--- src/rtl/ifns_nibble_serializer.sv ---
// Word-to-nibble serializer feeding the IFNS 4-bit encoder.
// Emits WORD_W/4 nibbles LSB-first, one per consumed cycle, with first/last flags.
module ifns_nibble_serializer #(
   parameter int          WORD_W   = 16,
   parameter logic [3:0]  IDLE_NIB = 4'h0
) (
   input  logic              clock,
   input  logic              rst,
   input  logic [WORD_W-1:0] in_data,
   input  logic              in_valid,
   output logic              in_ready,
   output logic [3:0]        out_nib,
   output logic              out_valid,
   output logic              out_first,
   output logic              out_last,
   input  logic              out_ready,
   output logic              busy
);

   localparam int NUM   = WORD_W / 4;
   localparam int IDX_W = (NUM > 1) ? $clog2(NUM) : 1;
   localparam logic [IDX_W-1:0] LAST = IDX_W'(NUM - 1);

   typedef enum logic {IDLE, SHIFT} state_e;

   state_e              state_q, state_d;
   logic [IDX_W-1:0]    idx_q, idx_d;
   logic [WORD_W-1:0]   sr_q, sr_d;
   logic [3:0]          nib_q, nib_d;
   logic                valid_q, valid_d;
   logic                first_q, first_d;
   logic                last_q, last_d;
   logic                accept;
   logic                consume;

   // Accept on the edge the last nibble leaves so words stream without a bubble.
   assign in_ready = !rst &&
                     (state_q == IDLE || (valid_q && last_q && out_ready));
   assign accept   = in_valid && in_ready;
   assign consume  = valid_q && out_ready;

   always_ff @(posedge clock) begin
      if (rst) begin
         state_q <= IDLE;
         idx_q   <= '0;
         sr_q    <= '0;
         nib_q   <= IDLE_NIB;
         valid_q <= 1'b0;
         first_q <= 1'b0;
         last_q  <= 1'b0;
      end else begin
         state_q <= state_d;
         idx_q   <= idx_d;
         sr_q    <= sr_d;
         nib_q   <= nib_d;
         valid_q <= valid_d;
         first_q <= first_d;
         last_q  <= last_d;
      end
   end

   always_comb begin
      state_d = state_q;
      idx_d   = idx_q;
      sr_d    = sr_q;
      if (accept) begin
         state_d = SHIFT;
         idx_d   = '0;
         sr_d    = in_data;
      end else if (consume) begin
         if (idx_q == LAST) begin
            state_d = IDLE;
            idx_d   = '0;
            sr_d    = '0;
         end else begin
            idx_d = idx_q + IDX_W'(1);
            sr_d  = sr_q >> 4;
         end
      end
   end

   always_comb begin
      valid_d = (state_d == SHIFT);
      nib_d   = valid_d ? sr_d[3:0] : IDLE_NIB;
      first_d = valid_d && (idx_d == '0);
      last_d  = valid_d && (idx_d == LAST);
   end

   assign out_nib   = nib_q;
   assign out_valid = valid_q;
   assign out_first = first_q;
   assign out_last  = last_q;
   assign busy      = (state_q == SHIFT);

endmodule

--- config.mk ---
export PLATFORM = sky130hd
export DESIGN_NAME = ifns_nibble_serializer
export DESIGN_NICKNAME = d
export VERILOG_FILES = /design/src/rtl/ifns_nibble_serializer.sv
export SDC_FILE = /design/constraint.sdc
export NUM_CORES = 1
export LEC_CHECK = 0
export BUFFER_PORTS_ARGS = -buffer_cell sky130_fd_sc_hd__buf_4
export CORE_ASPECT_RATIO = 0.5
export CORE_MARGIN = 5
export CORE_UTILIZATION = 30
export DETAILED_ROUTE_END_ITERATION = 12
export SLEW_MARGIN = 20
export SYNTH_ARGS = -nofsm -noshare
export SYNTH_HDL_FRONTEND = slang
export SYNTH_SLANG_ARGS = --single-unit
--- constraint.sdc ---
create_clock -name clock -period 2.7 [get_ports clock]
set_input_delay 0.54 -clock clock [delete_from_list [all_inputs] [get_ports clock]]
set_output_delay 0.54 -clock clock [all_outputs]
set_load 0.01 [all_outputs]
### Word level (Yosys, flattened, before mapping)

Index checks and enable logic that the tools add are counted.

| cells by class | value |
|---|---|
| reduce and logical (&&, ||, !) cells | 12 |
| add/sub/neg operators | 1 |
| eq/ne operators | 2 |
| muxes and demuxes | 9 |
| bitwise logic cells | 2 |

Operators by type and width:

| cell | count |
|---|---|
| two-way mux 16 bit | 2 |
| two-way mux 12 bit | 1 |
| logical AND 1 bit | 7 |
| two-way mux 2 bit | 3 |
| equality test 2 bit, second input constant | 2 |
| two-way mux 1 bit | 3 |
| adder 2 x 1 -> 2 bit, second input constant | 1 |
| zero test 2 bit | 1 |
| NOT 1 bit | 2 |
| nonzero test 2 bit | 1 |
| OR reduction 2 bit | 1 |
| zero test 1 bit | 1 |
| logical OR 1 bit | 1 |

| word-level totals | value |
|---|---|
| register bits after elaboration | 25 |
| input bits | 20 |
| output and inout bits | 9 |

### Depth between registers and ports, before layout

Gate-level depths: netlist of the first run.

| logic depth | value |
|---|---|
| depth after elaboration | 8 |
| depth in mapped cells | 5 |

### Worst setup path after synthesis of the first run

Ideal clock, no wire load.

| timing | value |
|---|---|
| kind | input to output |
| start point | input out_ready |
| end point | output in_ready |
| stages on the path | 4 |
| arrival | 1119 ps |
| path slack | 1041 ps |
| required time | 2160 ps |
| buffers on the path | 2 |
| cells stage by stage | buf_2 a21boi_2 buf_4 nor2_1 |

| on the way | value |
|---|---|
| longest elaborated chain between the ends | 3 |

Ends and longest elaborated chain:

| what | RTL line | RTL |
|---|---|---|
| start, declared | 16 | `input logic out_ready,` |
| logical AND 1 bit | 38 | `(state_q == IDLE \|\| (valid_q && last_q && out_ready));` |
| logical OR 1 bit | 38 |  |
| logical AND 1 bit | 37 | `assign in_ready = !rst &&` |
| end, declared | 11 | `output logic in_ready,` |

Every way passes these cells.

### Worst setup path in the final report of the first run

| timing | value |
|---|---|
| start point | register valid_q (netlist: out_valid) |
| end point | output in_ready |

| on the way | value |
|---|---|
| longest elaborated chain between the ends | 4 |

Ends and longest elaborated chain:

| what | RTL line | RTL |
|---|---|---|
| start, declared | 30 | `logic valid_q, valid_d;` |
| start signal, assigned | 56 | `valid_q <= valid_d;` |
| logical AND 1 bit (2 in a row) | 38 |  |
| logical OR 1 bit * | 38 |  |
| logical AND 1 bit * | 37 |  |

Mark *: on every way between the ends. The rest lies on a longest branch, timed or not.

==> results of run 1 <==
## layout make-up
type | instances | area (um2)
clock buffers | 3 | 41.3
clock inverters | 1 | 5.00
fillers | 424 | 2400
inverters | 4 | 15.0
multi-input cells | 84 | 583
flip-flops and latches | 25 | 500
well taps | 54 | 67.6
repair buffers | 31 | 233
## synth_stat cells, types with 3 or more instances
cell type	n
a221o_1	4
nand4b_1	4
inv_1	4
a311oi_1	5
a221oi_1	4
clkbuf_1	3
a21oi_1	4
nand3_1	5
nor2_1	5
o211ai_1	4
buf_4	3
buf_2	6
nor3_1	17
and4b_1	4
dfxtp_1	25
nand2_1	7
nor4_1	4
## worst min-delay path by stage
| stage | startpoint | end | slack [ns] | cells past startpoint |
|---|---|---|---|---|
| 2_1_floorplan | sr_q[4]$_SDFFE_PP0P_ | sr_q[4]$_SDFFE_PP0P_ | 0.45 | 1 |
| 3_3_place_gp | sr_q[6]$_SDFFE_PP0P_ | sr_q[6]$_SDFFE_PP0P_ | 0.47 | 1 |
| 3_5_place_dp | sr_q[6]$_SDFFE_PP0P_ | sr_q[6]$_SDFFE_PP0P_ | 0.48 | 1 |
| 4_1_cts | in_data[7] | sr_q[7]$_SDFFE_PP0P_ | 0.48 | 2 |
| 5_1_grt | in_data[6] | sr_q[6]$_SDFFE_PP0P_ | 0.49 | 2 |
| 6_report | sr_q[10]$_SDFFE_PP0P_ | sr_q[10]$_SDFFE_PP0P_ | 0.49 | 2 |
## critical path: cells and delay by family (launching register included)
kind	cells	cell delay, ns
and+or+nand+nor	1	0.06
DFF	1	0.48
buffers and inverters	2	0.35
AOI/OAI and AO/OA	1	0.20
## power breakdown
group	internal (mW)	leakage, nW	switching [mW]
Clock	0.103	0.0255	0.119
Combinational	0.0604	0.343	0.0713
Sequential	0.391	0.205	0.0125
Total	0.555	0.573	0.202
## stage by stage
stage	total power, mW	utilization	area, um2	instances
6_report	0.757	0.376	1450	202
4_1_cts	0.764	0.376	1450	202
2_1_floorplan	0.495	-	1180	127
3_5_place_dp	0.544	0.364	1400	198
5_1_grt	0.793	0.376	1450	202
3_3_place_gp	0.542	0.364	1400	198
## cells by family (layout without fill, tap and decap cells)
family / after synthesis / after routing / share of synthesized area
simple gates: 53 / 53 / 0.254
buf+inv: 18 / 39 / 0.0807
mux: 2 / 2 / 0.0180
compound gates: 28 / 28 / 0.212
flops: 25 / 25 / 0.425
fa+ha+maj: 1 / 1 / 0.0106
## registers in the layout, indices dropped and copies added (netlist names)
| register | count |
|---|---|
| sr_q | 16 |
| out_nib | 4 |
| idx_q | 2 |
| out_first | 1 |
| out_last | 1 |
| out_valid | 1 |
## layer usage
layer  vias up  global-route usage  wire (um)
met4         0              0.0136         20
met2        34               0.187       1370
met3         2              0.0331        201
met1       478               0.137       1260
li1        523                   -          -
met5         -                   0          0
==> metrics.md, run 1 <==
| Metric | Value |
|---|---|
| Synth Net Count | `approximately 150` |
| Total number of vias | `a little over 1000` |
| Worst setup SP type | `register` |
| Iteration-0 DRC Markers | `45` |
| RSZ-0062 raised after global routing | `no` |
| Pin count of the biggest net entering global routing | `26` |
| Clock Sinks | `25` |
| Hold Fails Final Rpt | `0` |
| First-pass GRT wire length | `4.53 mm` |
| Dpl ws | `0.744 ns` |
| CTS tree | `yes` |
| H-tree levels | `1` |
| Setup TNS | `0 ns` |
| Synth area leaders | `dfxtp_1 (42%), nor3_1 (7.2%), a311oi_1 (3.7%), a221o_1 (3.4%), and4b_1 (3.4%)` |
| R2r worst-path depth | `4` |
| # rows | `16` |
| Worst-path cell chain | `a21boi_2 -> buf_4 -> nor2_1 -> buf_4` |
| Num CTS Buffers | `3` |
| CP max stage delay | `roughly 0.48 ns` |
| Die width | `98.6 um` |
| Max-cap violation count | `0` |
| Ant diodes | `0` |
| Total wire length | `between 2 and 3 mm` |
| Total Routing Usage GR | `0.107` |
| Synthesized area | `about 1200 um2` |
| Syn Area/Cell | `roughly 9.3 um2` |
| Post-synth top flop | `dfxtp_1` |
| Drc violations | `0` |
| Die height | `roughly 54 um` |
| Flop2flop setup slack | `about 0.97 ns` |
| Async SR Flop Fraction | `0` |
| Rel. slew slack | `0.610` |
| Worst Tran Pin Value | `~0.6 ns` |
| Final setup fails | `0` |
| Yosys top cell by area | `dfxtp_1` |
| Slowest CP cell | `dfxtp_1` |
| Yosys reg bits | `25` |
| Initial antenna violation count | `0` |
| Area Overhead vs Synth | `22.6%` |
| Wirelength per Cell | `14.1 um` |
| Commonest non-fill, non-tap cell in the layout | `buf_4` |
| Leakage Power | `between 0.5 and 0.6 nW` |
| Vias in the first global route | `between 900 and 1000` |
| Yosys top cell area share | `0.425` |
| Skew-Pair Late Insertion Delay | `0.27 ns` |
| Worst setup margin | `0.780 ns` |
| Root buffer cell | `clkbuf_8` |
| Layout cells sized above 1 | `0.270` |
| Peak Freq | `between 0.5 and 0.6 GHz` |
| Top Ports | `29` |
| Power Density | `524 nW/um2` |
| Fin crit share | `0.711` |
| Post-synthesis cell count | `around 130` |
| # port buffers | `28` |
| Nets | `170` |
| Core Region | `~3800 um2` |
| Critical R2R Launch | `out_valid$_SDFF_PP0_` |
| Critical Path Sink | `in_ready` |
| Die area | `5360 um2` |
| Minimum clock period | `slightly below 2 ns` |
| Max IR drop VDD | `around 0.16 mV` |
| Reg clk slew, reported paths | `about 0.090 ns` |
| DRT antenna net count | `0` |
| Longest Clk Path Bufs | `2` |
| Status | `complete, no violations` |
| Post-synth EDFFs | `0` |
| Postcts setup bufs | `0` |
| Crit. End Element | `output pin` |
| Starting density of the core | `0.307` |
| WHS | `0.486 ns` |
| Sequential area share after synthesis | `0.425` |
| Worst r2r dst | `out_nib[1]$_SDFF_PP0_` |
| CP startpoint | `out_valid$_SDFF_PP0_` |
| Critical path class | `register to output pin` |
| Worst EP required | `2.16 ns` |
| DRT Pass-1 Iters | `4` |
| Yosys warning total | `0` |
| Hold_buf cts | `0` |
| Worst Skew | `0.00664 ns` |
| CP max FO | `14` |
| Arrival time worst endpoint | `1.38 ns` |
| Total gr overflow | `0` |
| Most frequent cells in the layout | `buf_4 (31), dfxtp_1 (25), nor3_1 (17), nand2_1 (7)` |
| CP most frequent cell | `buf_4` |
| # resized after CTS | `0` |
| Vias per cell | `about 5` |
| Slew Limit Fails | `0` |
| HP Class | `register to register` |
| Gpl congestion | `~0.74` |
| Final HPWL DP | `approximately 2.1 mm` |
| Post-synth cell types | `34` |
Note: power is estimated with default switching activity, not from simulation.
==> run 2: changes to the inputs <==
- clock period: 2.7 -> 1.7 ns (I/O delays scaled with it)
==> run 2 against run 1 <==
  * Clock skew down 0.0013 ns
  * Sequential share of layout area fell by 1.2 points
  * Flip-flop and latch count unchanged
  * Count of clock-buffer cells in the layout is 1 higher
  * Worst hold slack worse by 0.19 ns
  * Die area unchanged
  * Non-clock buffer count is 7 higher
  * Setup slack got worse by 0.70 ns
  * Via count rose by 2.0%
  * First-iteration DRC count is 36% lower
==> metrics.md, run 2 (synthesis results as in run 1) <==
| Metric | Value |
|---|---|
| Max-cap violation count | `0 (unchanged)` |
| Minimum clock period | `around 1.6 ns` |
| Most frequent cells in the layout | `buf_4 (38), dfxtp_1 (25), nor3_1 (17), nand2_1 (7) (was buf_4 (31), dfxtp_1 (25), nor3_1 (17), nand2_1 (7))` |
| Num CTS Buffers | `3 (unchanged)` |
| Die area | `5360 um2 (unchanged)` |
| Arrival time worst endpoint | `1.80 ns (was 1.38 ns)` |
| Sw Pwr | `0.318 mW (was 0.202 mW)` |
| Initial antenna violation count | `0 (unchanged)` |
| DRT antenna net count | `0 (unchanged)` |
| Slew Limit Fails | `0 (unchanged)` |
| # port buffers | `28 (unchanged)` |
| Die height | `54.3 um (unchanged)` |
| Worst-path cell chain | `ha_1 -> nor2_1 -> or3_1 -> a311oi_1 (was a21boi_2 -> buf_4 -> nor2_1 -> buf_4)` |
| Gpl congestion | `0.778 (was 0.745)` |
| Largest Register | `sr_q (unchanged)` |
| CP max FO | `11 (was 14)` |
| DRT Pass-1 Iters | `4 (unchanged)` |
| CP max stage delay | `0.41 ns (was 0.48 ns)` |
| Cell-internal power | `0.899 mW (was 0.555 mW)` |
| Drc violations | `0 (unchanged)` |
| Pin count of the biggest net entering global routing | `17 (was 26)` |
| Hold_buf cts | `0 (unchanged)` |
| Leakage Power | `0.604 nW (was 0.573 nW)` |
| Core Region | `3840 um2 (unchanged)` |
| Rel. slew slack | `0.666 (was 0.610)` |
| Reg clk slew, reported paths | `0.08 ns (was 0.09 ns)` |
| Layout cells sized above 1 | `0.297 (was 0.270)` |
| Power Density | `813 nW/um2 (was 524 nW/um2)` |
| Comb pwr share | `0.186 (was 0.174)` |
| Total Routing Usage GR | `0.112 (was 0.107)` |
| Crit. End Element | `register (was output pin)` |
| Worst EP required | `1.88 ns (was 2.16 ns)` |
| Total gr overflow | `0 (unchanged)` |
| Vias per cell | `5.06 (was 5.13)` |
| Final HPWL DP | `2.24 mm (was 2.07 mm)` |
| Worst Tran Pin Value | `0.499 ns (was 0.585 ns)` |
| Iteration-0 DRC Markers | `29 (was 45)` |
| HP Class | `input pin to register (was register to register)` |
| Total number of vias | `1058 (was 1037)` |
| Skew-Pair Late Insertion Delay | `0.27 ns (about the same)` |
| # rows | `16 (unchanged)` |
| Die width | `98.6 um (unchanged)` |
| Final setup fails | `0 (unchanged)` |
| Clock power frac | `0.287 (was 0.293)` |
| Critical path class | `register to register (was register to output pin)` |
| Max IR drop VDD | `0.286 mV (was 0.163 mV)` |
| Postcts setup bufs | `0 (unchanged)` |
| Longest Clk Path Bufs | `2 (unchanged)` |
| Flop pwr share | `0.527 (was 0.533)` |
| # resized after CTS | `0 (unchanged)` |
| Peak Freq | `a little over 0.6 GHz` |
| Worst Skew | `0.00533 ns (was 0.00664 ns)` |
| Slowest CP cell | `dfxtp_1 (unchanged)` |
| Hold Fails Final Rpt | `0 (unchanged)` |
| Clock Sinks | `25 (unchanged)` |
| Starting density of the core | `0.307 (unchanged)` |
| Top Ports | `29 (unchanged)` |
| Total wire length | `2.91 mm (was 2.85 mm)` |
| Worst setup SP type | `register (unchanged)` |
| Fin crit share | `0.954` |
| Design Power | `1.22 mW (was 0.757 mW)` |
| Nets | `177 (was 170)` |
| Post-layout util | `0.389 (was 0.376)` |
| Commonest non-fill, non-tap cell in the layout | `buf_4 (unchanged)` |
| Ant diodes | `0 (unchanged)` |
| CTS tree | `yes (unchanged)` |
| Area Overhead vs Synth | `27.0% (was 22.6%)` |
| First-pass GRT wire length | `4.62 mm (was 4.53 mm)` |
| Setup TNS | `0 ns (unchanged)` |
| Switching share of power | `0.261 (was 0.267)` |
| Status | `complete, no violations (unchanged)` |
| Max FFs per register | `16 (unchanged)` |
| Wirelength per Cell | `13.9 um (was 14.1 um)` |
| Root buffer cell | `clkbuf_8 (unchanged)` |
| Vias in the first global route | `1002 (was 942)` |
| H-tree levels | `1 (unchanged)` |
| RSZ-0062 raised after global routing | `no (unchanged)` |
run 2: changes by cell type in the layout (fill, tap and decap cells not counted), sizes merged:
cell    before  now
clkbuf       3    4
clkinv       1    0
buf         31   38
run 2: final cells by class:
type	count	area, um2
Clock buffer	4	45.0
Fill cell	399	2350
Inverter	4	15.0
Multi-Input combinational cell	84	583
Sequential cell	25	500
Tap cell	54	67.6
Timing Repair Buffer	38	285
run 2: power by group through the flow:
stage | sequential [mW] | clock (mW) | combinational, mW
finish | 0.641 | 0.350 | 0.226
global route | 0.646 | 0.392 | 0.245
CTS | 0.641 | 0.363 | 0.228
detailed placement | 0.655 | 0 | 0.227
global placement | 0.655 | 0 | 0.224
floorplan | 0.652 | 0 | 0.134
run 2: path summary, 6_finish.rpt:
check,depth (start not counted),from,slack (ns),to
worst max register to register,4,idx_q[0]$_SDFF_PP0_,0.08,out_first$_SDFF_PP0_
worst min-delay path,2,in_data[5],0.30,sr_q[5]$_SDFFE_PP0P_
worst min register to register,2,sr_q[9]$_SDFFE_PP0P_,0.49,sr_q[9]$_SDFFE_PP0P_
worst max-delay path,4,idx_q[0]$_SDFF_PP0_,0.08,out_first$_SDFF_PP0_
run 2: worst max-delay path: cells and delay by family (launching register included):
kind	cells	cell delay, ns
flip-flops	1	0.41
AND/OR/NAND/NOR	2	0.46
adder cells (fa/ha/maj)	1	0.39
AO/OA/AOI/OAI	1	0.27
run 2: stage by stage:
step | instance area (um2) | hold slack (ns) | worst slack, ns | std cells
2_1_floorplan | 1180 | 0.435 | 0.265 | 127
3_3_place_gp | 1450 | 0.473 | 0.187 | 205
3_5_place_dp | 1450 | 0.475 | 0.124 | 205
4_1_cts | 1500 | 0.284 | 0.0845 | 209
5_1_grt | 1500 | 0.278 | 0.00219 | 209
6_report | 1500 | 0.295 | 0.0782 | 209
run 2: per-layer routing:
metal / up-vias / track usage / part of all wire
met5: - / 0 / 0
met4: 0 / 0.0408 / 0.015
met3: 5 / 0.0331 / 0.041
met2: 15 / 0.195 / 0.47
met1: 495 / 0.135 / 0.48
li1: 543 / - / -
==> run 3: changes to the inputs <==
- GPL_ROUTABILITY_DRIVEN: unset -> 0
- RECOVER_POWER: unset -> 25
==> run 3 against run 2 <==
  * Count of clock-buffer cells in the layout unchanged
  * Non-clock buffer count is the same
  * Fmax down 0.16%
  * Register-to-register slack is essentially flat
  * Critical endpoint is now in_ready
  * Largest cell class unchanged
==> metrics.md, run 3 (synthesis results as in run 1) <==
| Metric | Value |
|---|---|
| Hold EP | `sr_q[5]$_SDFFE_PP0P_ (unchanged)` |
| Arrival time worst endpoint | `1.28 ns (was 1.80 ns)` |
| R2r worst-path depth | `4 (unchanged)` |
| Slowest CP cell | `dfxtp_1 (unchanged)` |
| Post-layout util | `0.382 (was 0.389)` |
| Reg clk slew, reported paths | `0.08 ns (about the same)` |
| CP max FO | `7 (was 11)` |
| Vias per cell | `5.06 (unchanged)` |
| Critical R2R Launch | `idx_q[0]$_SDFF_PP0_ (unchanged)` |
| Top Ports | `29 (unchanged)` |
| Total wire length | `2.92 mm (was 2.91 mm)` |
| Minimum clock period | `1.62 ns (about the same)` |
| Hold Fails Final Rpt | `0 (unchanged)` |
| Critical path class | `register to output pin (was register to register)` |
| Pin count of the biggest net entering global routing | `17 (unchanged)` |
| M2 GR Usage | `0.195 (unchanged)` |
| Most frequent cells in the layout | `buf_4 (31), dfxtp_1 (25), nor3_1 (17), clkbuf_1 (8), nand2_1 (7) (was buf_4 (38), dfxtp_1 (25), nor3_1 (17), nand2_1 (7))` |
| H-tree levels | `1 (unchanged)` |
| Peak Freq | `0.616 GHz (was 0.617 GHz)` |
| HP Class | `input pin to register (unchanged)` |
| Die width | `98.6 um (unchanged)` |
| Skew-Pair Late Insertion Delay | `0.27 ns (about the same)` |
| DRT Pass-1 Iters | `4 (unchanged)` |
| DRT antenna net count | `0 (unchanged)` |
| Max FFs per register | `16 (unchanged)` |
| Slew Limit Fails | `0 (unchanged)` |
| Hold Path Depth | `2 (unchanged)` |
| Crit. End Element | `output pin (was register)` |
| Leakage Power | `0.575 nW (was 0.604 nW)` |
| Setup TNS | `0 ns (unchanged)` |
| Num CTS Buffers | `3 (unchanged)` |
| Area Overhead vs Synth | `24.7% (was 27.0%)` |
| First-pass GRT wire length | `4.62 mm (unchanged)` |
| Vias in the first global route | `1002 (unchanged)` |
| Starting density of the core | `0.307 (unchanged)` |
| Longest Clk Path Bufs | `2 (unchanged)` |
| Worst setup SP type | `register (unchanged)` |
| RSZ-0062 raised after global routing | `no (unchanged)` |
| Commonest non-fill, non-tap cell in the layout | `buf_4 (unchanged)` |
| Nets | `177 (unchanged)` |
| Die height | `54.3 um (unchanged)` |
| Drc violations | `0 (unchanged)` |
| CTS tree | `yes (unchanged)` |
| Fin crit share | `0.956 (was 0.954)` |
| GR Util met3 | `0.0331 (unchanged)` |
| Power Density | `823 nW/um2 (was 813 nW/um2)` |
| Status | `complete, no violations (unchanged)` |
| Worst Tran Pin Value | `0.499 ns (about the same)` |
| # port buffers | `28 (unchanged)` |
| Ant diodes | `0 (unchanged)` |
| Final HPWL DP | `2.24 mm (unchanged)` |
| Max IR drop VDD | `0.286 mV (about the same)` |
| Total number of vias | `1058 (unchanged)` |
| Worst r2r dst | `out_first$_SDFF_PP0_ (unchanged)` |
| # rows | `16 (unchanged)` |
| Worst-path cell chain | `a21boi_2 -> nor2_1 -> buf_4 (was ha_1 -> nor2_1 -> or3_1 -> a311oi_1)` |
| Root buffer cell | `clkbuf_8 (unchanged)` |
| Hold_buf cts | `0 (unchanged)` |
| Flop2flop setup slack | `0.08 ns (about the same)` |
| Die area | `5360 um2 (unchanged)` |
| Wirelength per Cell | `14.0 um (was 13.9 um)` |
| Postcts setup bufs | `0 (unchanged)` |
| Iteration-0 DRC Markers | `25 (was 29)` |
| Core Region | `3840 um2 (unchanged)` |
| Worst Skew | `0.00578 ns (was 0.00533 ns)` |
| # resized after CTS | `0 (unchanged)` |
| M1 GR Usage | `0.135 (unchanged)` |
| Total gr overflow | `0 (unchanged)` |
| Largest Register | `sr_q (unchanged)` |
| Clock Sinks | `25 (unchanged)` |
| Worst Hold Launch | `in_data[5] (unchanged)` |
| Final setup fails | `0 (unchanged)` |
| Worst EP required | `1.36 ns (was 1.88 ns)` |
| Initial antenna violation count | `0 (unchanged)` |
| Rel. slew slack | `0.666 (about the same)` |
| CP max stage delay | `0.47 ns (was 0.41 ns)` |
| GRT busiest layer | `met2 (unchanged)` |
| Max-cap violation count | `0 (unchanged)` |
| Total Routing Usage GR | `0.112 (unchanged)` |
| Layout cells sized above 1 | `0.252 (was 0.297)` |
[run 3: changes by cell type in the layout (fill, tap and decap cells not counted)]
cell,previous run,this run
clkbuf_1,1,8
buf_4,38,31
[run 3: routing by layer]
layer | vias to the layer above | wire length [um]
met1 | 489 | 1360
met3 | 5 | 164
li1 | 542 | -
met5 | - | 0
met2 | 22 | 1350
met4 | 0 | 43
[run 3: worst max-delay path by stage]
stage / start / end / cells past startpoint
after global placement: idx_q[0]$_SDFF_PP0_ / out_first$_SDFF_PP0_ / 4
final: out_valid$_SDFF_PP0_ / in_ready / 3
after CTS: out_valid$_SDFF_PP0_ / in_ready / 3
after floorplan: idx_q[0]$_SDFF_PP0_ / out_first$_SDFF_PP0_ / 5
after detailed placement: idx_q[0]$_SDFF_PP0_ / out_first$_SDFF_PP0_ / 4
after global routing: out_valid$_SDFF_PP0_ / in_ready / 3
[run 3: power breakdown]
| part | total (mW) | internal, mW | switching (mW) | leakage [nW] |
|---|---|---|---|---|
| Sequential | 0.641 | 0.621 | 0.0195 | 0.205 |
| Combinational | 0.219 | 0.102 | 0.116 | 0.348 |
| Clock | 0.350 | 0.168 | 0.183 | 0.0228 |
| Total | 1.21 | 0.891 | 0.318 | 0.575 |
[run 3: metrics by stage]
step                      cell area, um2  std cells  power (mW)  hold slack (ns)  setup WS (ns)
after floorplan                     1180        127       0.786            0.435          0.265
after global placement              1450        205       0.879            0.473          0.187
after detailed placement            1450        205       0.882            0.475          0.124
after CTS                           1500        209        1.23            0.284         0.0845
after global routing                1470        209        1.28            0.278        0.00602
final                               1470        209        1.21            0.295         0.0756
[run 3: layout make-up]
type                            instances  area [um2]
Fill cell                             402        2370
Clock buffer                            4        45.0
Timing Repair Buffer                   38         259
Sequential cell                        25         500
Tap cell                               54        67.6
Inverter                                4        15.0
Multi-Input combinational cell         84         583
[run 3: worst max-delay path, delay by kind of cell (launching register included)]
kind / cells / cell delay (ns)
buffers and inverters: 1 / 0.15
AND/OR/NAND/NOR: 1 / 0.08
AO/OA/AOI/OAI: 1 / 0.32
flip-flops: 1 / 0.47
